### config.mk
export PLATFORM = sky130hd
export DESIGN_NAME = stage_sequencer_n
export DESIGN_NICKNAME = d
export VERILOG_FILES = /design/src/rtl/stage_sequencer_n_pkg.sv /design/src/rtl/stage_sequencer_n_next_stage_sel.sv /design/src/rtl/stage_sequencer_n.sv
export SDC_FILE = /design/constraint.sdc
export NUM_CORES = 1
export LEC_CHECK = 0
export CAP_MARGIN = 20
export CORE_MARGIN = 2
export CORE_UTILIZATION = 36
export DETAILED_ROUTE_END_ITERATION = 16
export PLACE_DENSITY = 0.8
export SYNTH_ARGS = -nofsm -noshare
export SYNTH_HDL_FRONTEND = slang
export SYNTH_HIERARCHICAL = 1
export SYNTH_SLANG_ARGS = --single-unit
### constraint.sdc
create_clock -name clk -period 3.61 [get_ports clk]
set_input_delay 0.9025 -clock clk [delete_from_list [all_inputs] [get_ports clk]]
set_output_delay 0.9025 -clock clk [all_outputs]
set_load 0.02 [all_outputs]
### src/rtl/stage_sequencer_n_pkg.sv
// Shared definitions for the generic stage sequencer: FSM encoding, TX header
// codes and the stage-index width helper.
package stage_sequencer_n_pkg;

    typedef enum logic {
        IDLE   = 1'b0,
        ACTIVE = 1'b1
    } state_t;

    localparam int TX_CMD_BITS = 2;

    localparam logic [TX_CMD_BITS-1:0] TX_HEADER_NOP   = 2'd0;
    localparam logic [TX_CMD_BITS-1:0] TX_HEADER_READ  = 2'd1;
    localparam logic [TX_CMD_BITS-1:0] TX_HEADER_WRITE = 2'd2;
    localparam logic [TX_CMD_BITS-1:0] TX_HEADER_ACK   = 2'd3;

    // A single-stage build still needs a 1-bit index to keep port widths legal.
    function automatic int stage_bits(input int n);
        return (n > 1) ? $clog2(n) : 1;
    endfunction

endpackage

### src/rtl/stage_sequencer_n_next_stage_sel.sv
// Priority encoder: lowest set bit of mask strictly above from_idx.
// from_valid low means "from -1", i.e. the lowest set bit overall.
module next_stage_sel #(
    parameter int NUM_STAGES = 4,
    parameter int STAGE_BITS = 2
) (
    input  logic [NUM_STAGES-1:0] mask,
    input  logic                  from_valid,
    input  logic [STAGE_BITS-1:0] from_idx,
    output logic [STAGE_BITS-1:0] next_idx,
    output logic                  none
);

    logic [NUM_STAGES-1:0] above;
    logic [NUM_STAGES-1:0] cand;

    for (genvar gi = 0; gi < NUM_STAGES; gi++) begin : g_above
        assign above[gi] = !from_valid || (from_idx < STAGE_BITS'(gi));
    end

    assign cand = mask & above;
    assign none = ~|cand;

    always_comb begin
        next_idx = '0;
        for (int i = NUM_STAGES - 1; i >= 0; i--) begin
            if (cand[i]) next_idx = STAGE_BITS'(i);
        end
    end

endmodule

### src/rtl/stage_sequencer_n.sv
// Sequences one instruction through up to NUM_STAGES configurable stages,
// gating ALU enable and TX command issue and tracking in-order RX replies.
module stage_sequencer_n
    import stage_sequencer_n_pkg::*;
#(
    parameter int NUM_STAGES      = 4,
    parameter int REPEAT_BITS     = 2,
    parameter int MAX_OUTSTANDING = 2,
    parameter int CMD_BITS        = TX_CMD_BITS,
    parameter int STAGE_BITS      = stage_bits(NUM_STAGES),
    parameter int OUT_BITS        = $clog2(MAX_OUTSTANDING + 1)
) (
    input  logic                              clk,
    input  logic                              reset,
    input  logic                              inst_valid,
    input  logic                              skip,
    input  logic [NUM_STAGES-1:0]             stage_mask,
    input  logic [NUM_STAGES*REPEAT_BITS-1:0] stage_repeat,
    input  logic [NUM_STAGES-1:0]             stage_sends,
    input  logic [NUM_STAGES*CMD_BITS-1:0]    stage_cmd,
    input  logic [NUM_STAGES-1:0]             stage_reply,
    input  logic [NUM_STAGES-1:0]             stage_waits_rx,
    output logic                              inst_done,
    output logic [STAGE_BITS-1:0]             stage_idx,
    output logic [REPEAT_BITS-1:0]            repeat_idx,
    output logic                              last_repeat,
    output logic                              alu_en,
    input  logic                              op_done,
    output logic                              tx_command_valid,
    output logic [CMD_BITS-1:0]               tx_command,
    input  logic                              tx_command_started,
    input  logic                              tx_data_next,
    input  logic                              rx_data_valid,
    input  logic                              rx_done,
    output logic [OUT_BITS-1:0]               outstanding,
    output logic                              protocol_error
);

    localparam logic [OUT_BITS-1:0] MAX_OUT = OUT_BITS'(MAX_OUTSTANDING);

    state_t                  state_q, state_d;
    logic [STAGE_BITS-1:0]   stage_idx_q, stage_idx_d;
    logic [REPEAT_BITS-1:0]  repeat_idx_q, repeat_idx_d;
    logic                    cmd_started_q, cmd_started_d;
    logic [OUT_BITS-1:0]     outstanding_q, outstanding_d;
    logic                    protocol_error_q, protocol_error_d;

    logic [REPEAT_BITS-1:0]  rep_arr [NUM_STAGES];
    logic [CMD_BITS-1:0]     cmd_arr [NUM_STAGES];

    for (genvar gi = 0; gi < NUM_STAGES; gi++) begin : g_unpack
        assign rep_arr[gi] = stage_repeat[gi*REPEAT_BITS +: REPEAT_BITS];
        assign cmd_arr[gi] = stage_cmd[gi*CMD_BITS +: CMD_BITS];
    end

    logic                  active;
    logic [STAGE_BITS-1:0] sel_idx;
    logic                  sel_none;
    logic                  rep_done;
    logic                  cnt_inc;

    assign active = (state_q == ACTIVE);

    // In IDLE the search starts below bit 0; in ACTIVE it starts above stage_idx.
    next_stage_sel #(
        .NUM_STAGES(NUM_STAGES),
        .STAGE_BITS(STAGE_BITS)
    ) u_sel (
        .mask      (stage_mask),
        .from_valid(active),
        .from_idx  (stage_idx_q),
        .next_idx  (sel_idx),
        .none      (sel_none)
    );

    assign rep_done = !(repeat_idx_q < rep_arr[stage_idx_q]);
    assign cnt_inc  = active && tx_command_started && stage_reply[stage_idx_q];

    always_comb begin
        state_d          = state_q;
        stage_idx_d      = stage_idx_q;
        repeat_idx_d     = repeat_idx_q;
        cmd_started_d    = cmd_started_q;
        outstanding_d    = outstanding_q;
        protocol_error_d = protocol_error_q;
        inst_done        = 1'b0;
        tx_command_valid = 1'b0;
        alu_en           = 1'b0;

        if (!active) begin
            if (inst_valid && (skip || stage_mask == '0)) begin
                inst_done = 1'b1;
            end else if (inst_valid) begin
                state_d       = ACTIVE;
                stage_idx_d   = sel_idx;
                repeat_idx_d  = '0;
                cmd_started_d = 1'b0;
            end
        end else begin
            tx_command_valid = stage_sends[stage_idx_q] && !cmd_started_q &&
                               (!stage_reply[stage_idx_q] || outstanding_q < MAX_OUT);
            alu_en = (!stage_sends[stage_idx_q] || (cmd_started_q && tx_data_next)) &&
                     (!stage_waits_rx[stage_idx_q] || (outstanding_q != '0 && rx_data_valid));
            if (tx_command_started) cmd_started_d = 1'b1;
            if (op_done) begin
                cmd_started_d = 1'b0;
                if (!rep_done) begin
                    repeat_idx_d = repeat_idx_q + REPEAT_BITS'(1);
                end else if (sel_none) begin
                    inst_done    = 1'b1;
                    state_d      = IDLE;
                    stage_idx_d  = '0;
                    repeat_idx_d = '0;
                end else begin
                    stage_idx_d  = sel_idx;
                    repeat_idx_d = '0;
                end
            end
        end

        // Replies keep draining across instruction boundaries, so this runs in any state.
        if (cnt_inc && !rx_done) begin
            outstanding_d = outstanding_q + OUT_BITS'(1);
        end else if (rx_done && !cnt_inc) begin
            if (outstanding_q == '0) protocol_error_d = 1'b1;
            else                     outstanding_d    = outstanding_q - OUT_BITS'(1);
        end
    end

    always_ff @(posedge clk) begin
        if (reset) begin
            state_q          <= IDLE;
            stage_idx_q      <= '0;
            repeat_idx_q     <= '0;
            cmd_started_q    <= 1'b0;
            outstanding_q    <= '0;
            protocol_error_q <= 1'b0;
        end else begin
            state_q          <= state_d;
            stage_idx_q      <= stage_idx_d;
            repeat_idx_q     <= repeat_idx_d;
            cmd_started_q    <= cmd_started_d;
            outstanding_q    <= outstanding_d;
            protocol_error_q <= protocol_error_d;
        end
    end

    assign stage_idx      = stage_idx_q;
    assign repeat_idx     = repeat_idx_q;
    assign last_repeat    = active && (repeat_idx_q == rep_arr[stage_idx_q]);
    assign tx_command     = active ? cmd_arr[stage_idx_q] : '0;
    assign outstanding    = outstanding_q;
    assign protocol_error = protocol_error_q;

endmodule
==> summary.txt <==
Timing
  • Final Worst Setup Slack: between 0.1 and 0.15 ns
  • Clk_skew: 0.00207 ns
  • TNS Setup: 0 ns
  • Tcrit/Tclk final: a little over nine tenths
  • Fin crit period: approximately 3.5 ns
  • Fmax: between 200 and 300 MHz
  • RSZ-0062 raised after global routing: false
  • Final setup viols: 0
  • Least-Margin Pin Slew: 0.323 ns
  • Fin. Hold Viols: 0
  • Final Max Slew Viols: 0
  • Hold WS: between 0.4 and 0.5 ns
  • Max_slew headroom: between 70 and 80%

Pwr
  • Comb pwr share: about two fifths
  • Sequential power share: between 30% and 40%
  • Clock Power Share: around a quarter
  • Internal power: roughly 0.00023 W
  • Switching Share: between 20 and 30%
  • Max VDD drop: approximately 0.11 mV
  • Net switching power: 0.0000926 W
  • Pwr/cell area: about 220 nW/um2
  • Leak pwr: between 0.6 and 0.7 nW

Layout
  • Register area: approximately 180 um2
  • Most common cell after layout, fill and taps aside: clkdlybuf4s50_1
  • Area overhead of the layout relative to synthesis: 80.0%
  • Area taken by multi-input logic gates: 642 um2
  • N_diodes: 0
  • FILL cells: 166
  • Share of layout cells above drive strength 1: 14.4%
  • Nets: about 210
  • Commonest non-fill, non-tap cells in the layout: clkdlybuf4s50_1 (46), nand2_1 (10), a21oi_1 (9), dfxtp_1 (9), buf_4 (9)

Drt
  • Final ANT Viol Nets: 0
  • Vias/cell: approximately 5.4
  • Vias post-DR: slightly above 1,000
  • Avg WL per Cell: roughly 14 um
  • TritonRoute pass-1 iters: 4
  • DRC: 0
  • Drt first-iter violations: 16
  • Routed wire length: roughly 2.6 mm

Logic synthesis
  • Asr flop ratio synth: 0%
  • Fraction of synthesized cell area in xor and xnor cells: 0%
  • Largest family of logic cells by synthesized area: simple AND/OR/NAND/NOR gates
  • Simple logic cell fraction of the synthesized area: 26.0%
  • Top cells by area, synth: dfxtp_1 (22%), mux4_2 (19%), ha_1 (6.0%)
  • Unique masters post-synth: 33
  • Synth Area per Inst: ~8.4 um2
  • Post-synth top area share: 21.7%
  • Synth Register Bits: 9
  • Post-synth top area cell: dfxtp_1
  • Synth warn: 6
  • Mux contribution to synthesized area: 18.9%
  • Mapped Cells: 99
  • Syn Nets: 144
  • Most used DFF post-synth: dfxtp_1
  • Fraction of the mapped netlist area in adder cells: about 6%
  • Compound-Gate Fraction of Synth Area: between 20% and 30%
  • Seq/Total Area, Yosys: 21.7%
  • Number of synthesized flops with an enable pin: 0
  • Mapped cell area: 832 um2

GRT
  • Initial antenna violation count: 0
  • Total track usage: about 22%
  • Vias in the first global route: ~1,100
  • Global-route wire length before repair: approximately 4.3 mm
  • Largest net degree at the start of global routing: 18
  • GRT overflow: 0

Worst setup path
  • Startpoint Class: input pin
  • Cell at the slowest stage of the critical path: clkdlybuf4s50_1
  • Max Fanout on Critical Path: 2
  • Critical path type: in2out
  • CP required: 2.71 ns
  • Worst path most repeated cell: clkdlybuf4s50_1
  • Largest stage delay on the critical path: 0.63 ns
  • Crit end category: primary output
  • Worst path cell trace: clkdlybuf4s50_1 -> mux4_2 -> a21oi_1 -> clkdlybuf4s50_1
  • CP arrival: 2.56 ns

CTS
  • Num CTS Buffers: 3
  • Worst-path clk slew: approximately 0.060 ns
  • # clock sinks: 9
  • CTS tree: built
  • Clock Latency Late Sink: 0.27 ns
  • Hold_buf cts: 0
  • Max clock buf depth: 2
  • H-Tree Depth: 1
  • Root buffer cell: clkbuf_4
  • Postcts setup bufs: 0

Floorplanning
  • Die area: about 2700 um2
  • Core outline area: about 2200 um2
  • Initial core utilization: between 30% and 40%
  • Vert. Die Dim: 52.1 um
  • Die W: around 52 um
  • Rows: 17
  • Ports: 54

Place
  • Post-DP HPWL: between 2 and 2.5 mm
  • Final Wtd Congestion: 0.752
  • Port Buffers: 53
  • Place WS: -0.469 ns

Min path
  • Worst hold path class: reg2reg

Job
  • Max Cap Viol: 0

Status
  • Status: complete, no violations
-- cell families after synthesis --
group	Yosys count
AND/OR/NAND/NOR	41
multiplexers	7
AO/OA/AOI/OAI	30
adder cells (fa/ha/maj)	4
buffers and inverters	8
flip-flops	9
-- worst max-delay path, delay by kind of cell --
| kind | cells | cell delay, ns |
|---|---|---|
| AO/OA/AOI/OAI | 1 | 0.15 |
| multiplexers | 1 | 0.49 |
| buffers and inverters | 2 | 1.03 |
-- final timing paths --
kind                   from  slack [ns]               end  cells after the start
max          stage_reply[3]        0.14  tx_command_valid                      4
min reg2reg  protocol_error        0.48    protocol_error                      2
min          protocol_error        0.48    protocol_error                      2
max reg2reg    stage_idx[0]        1.27     repeat_idx[0]                      8
-- power groups by stage --
stage | Sequential [W] | Combinational [W] | Clock, W
final | 0.000108 | 0.000133 | 0.0000808
after global routing | 0.000109 | 0.000145 | 0.0000887
after CTS | 0.000108 | 0.000134 | 0.0000827
after detailed placement | 0.000110 | 0.000129 | 0
after global placement | 0.000110 | 0.000126 | 0
after floorplan | 0.000113 | 0.0000526 | 0
-- sequential cells by signal, indices dropped and copies added, names as in the netlist --
name,count
active,1
outstanding,2
stage_idx,2
protocol_error,1
cmd_started_q,1
repeat_idx,2
-- layout make-up --
| class | count | share of cell area (%) |
|---|---|---|
| Multi-Input combinational cell | 82 | 42.9 |
| Timing Repair Buffer | 61 | 40.0 |
| Sequential cell | 9 | 12.0 |
| Tap cell | 28 | 2.34 |
| Clock buffer | 4 | 1.75 |
| Inverter | 4 | 1.00 |
-- metal layers --
layer	track usage [%]	wire (um)
met5	0	0
met4	7.89	40
met3	7.76	252
met2	38.6	1270
met1	23.8	1010
-- cells in the mapped netlist, drive strengths merged (2+ instances only) --
cell type	n
ha	4
dfxtp	9
mux4	7
inv	4
and3	4
a21oi	9
nor2	7
and2	2
o21ba	3
buf	2
nor2b	7
nand3	2
o21ai	9
nand2	10
clkbuf	2
-- repair_timing --
action / in CTS / in global routing
setup endpoints to repair: 2 / 2
gates resized for setup: 13 / 5
pin swaps: 1 / 1
-- through the flow --
step	std cells	cell area (um2)	total power (W)	util (%)
5_1_grt	188	1500	0.000343	68.4
6_report	188	1500	0.000322	68.4
4_1_cts	188	1490	0.000325	67.8
3_5_place_dp	184	1440	0.000239	65.7
3_3_place_gp	184	1440	0.000236	65.7
2_1_floorplan	99	832	0.000166	-
No activity file was read; power rests on OpenSTA's default activity.
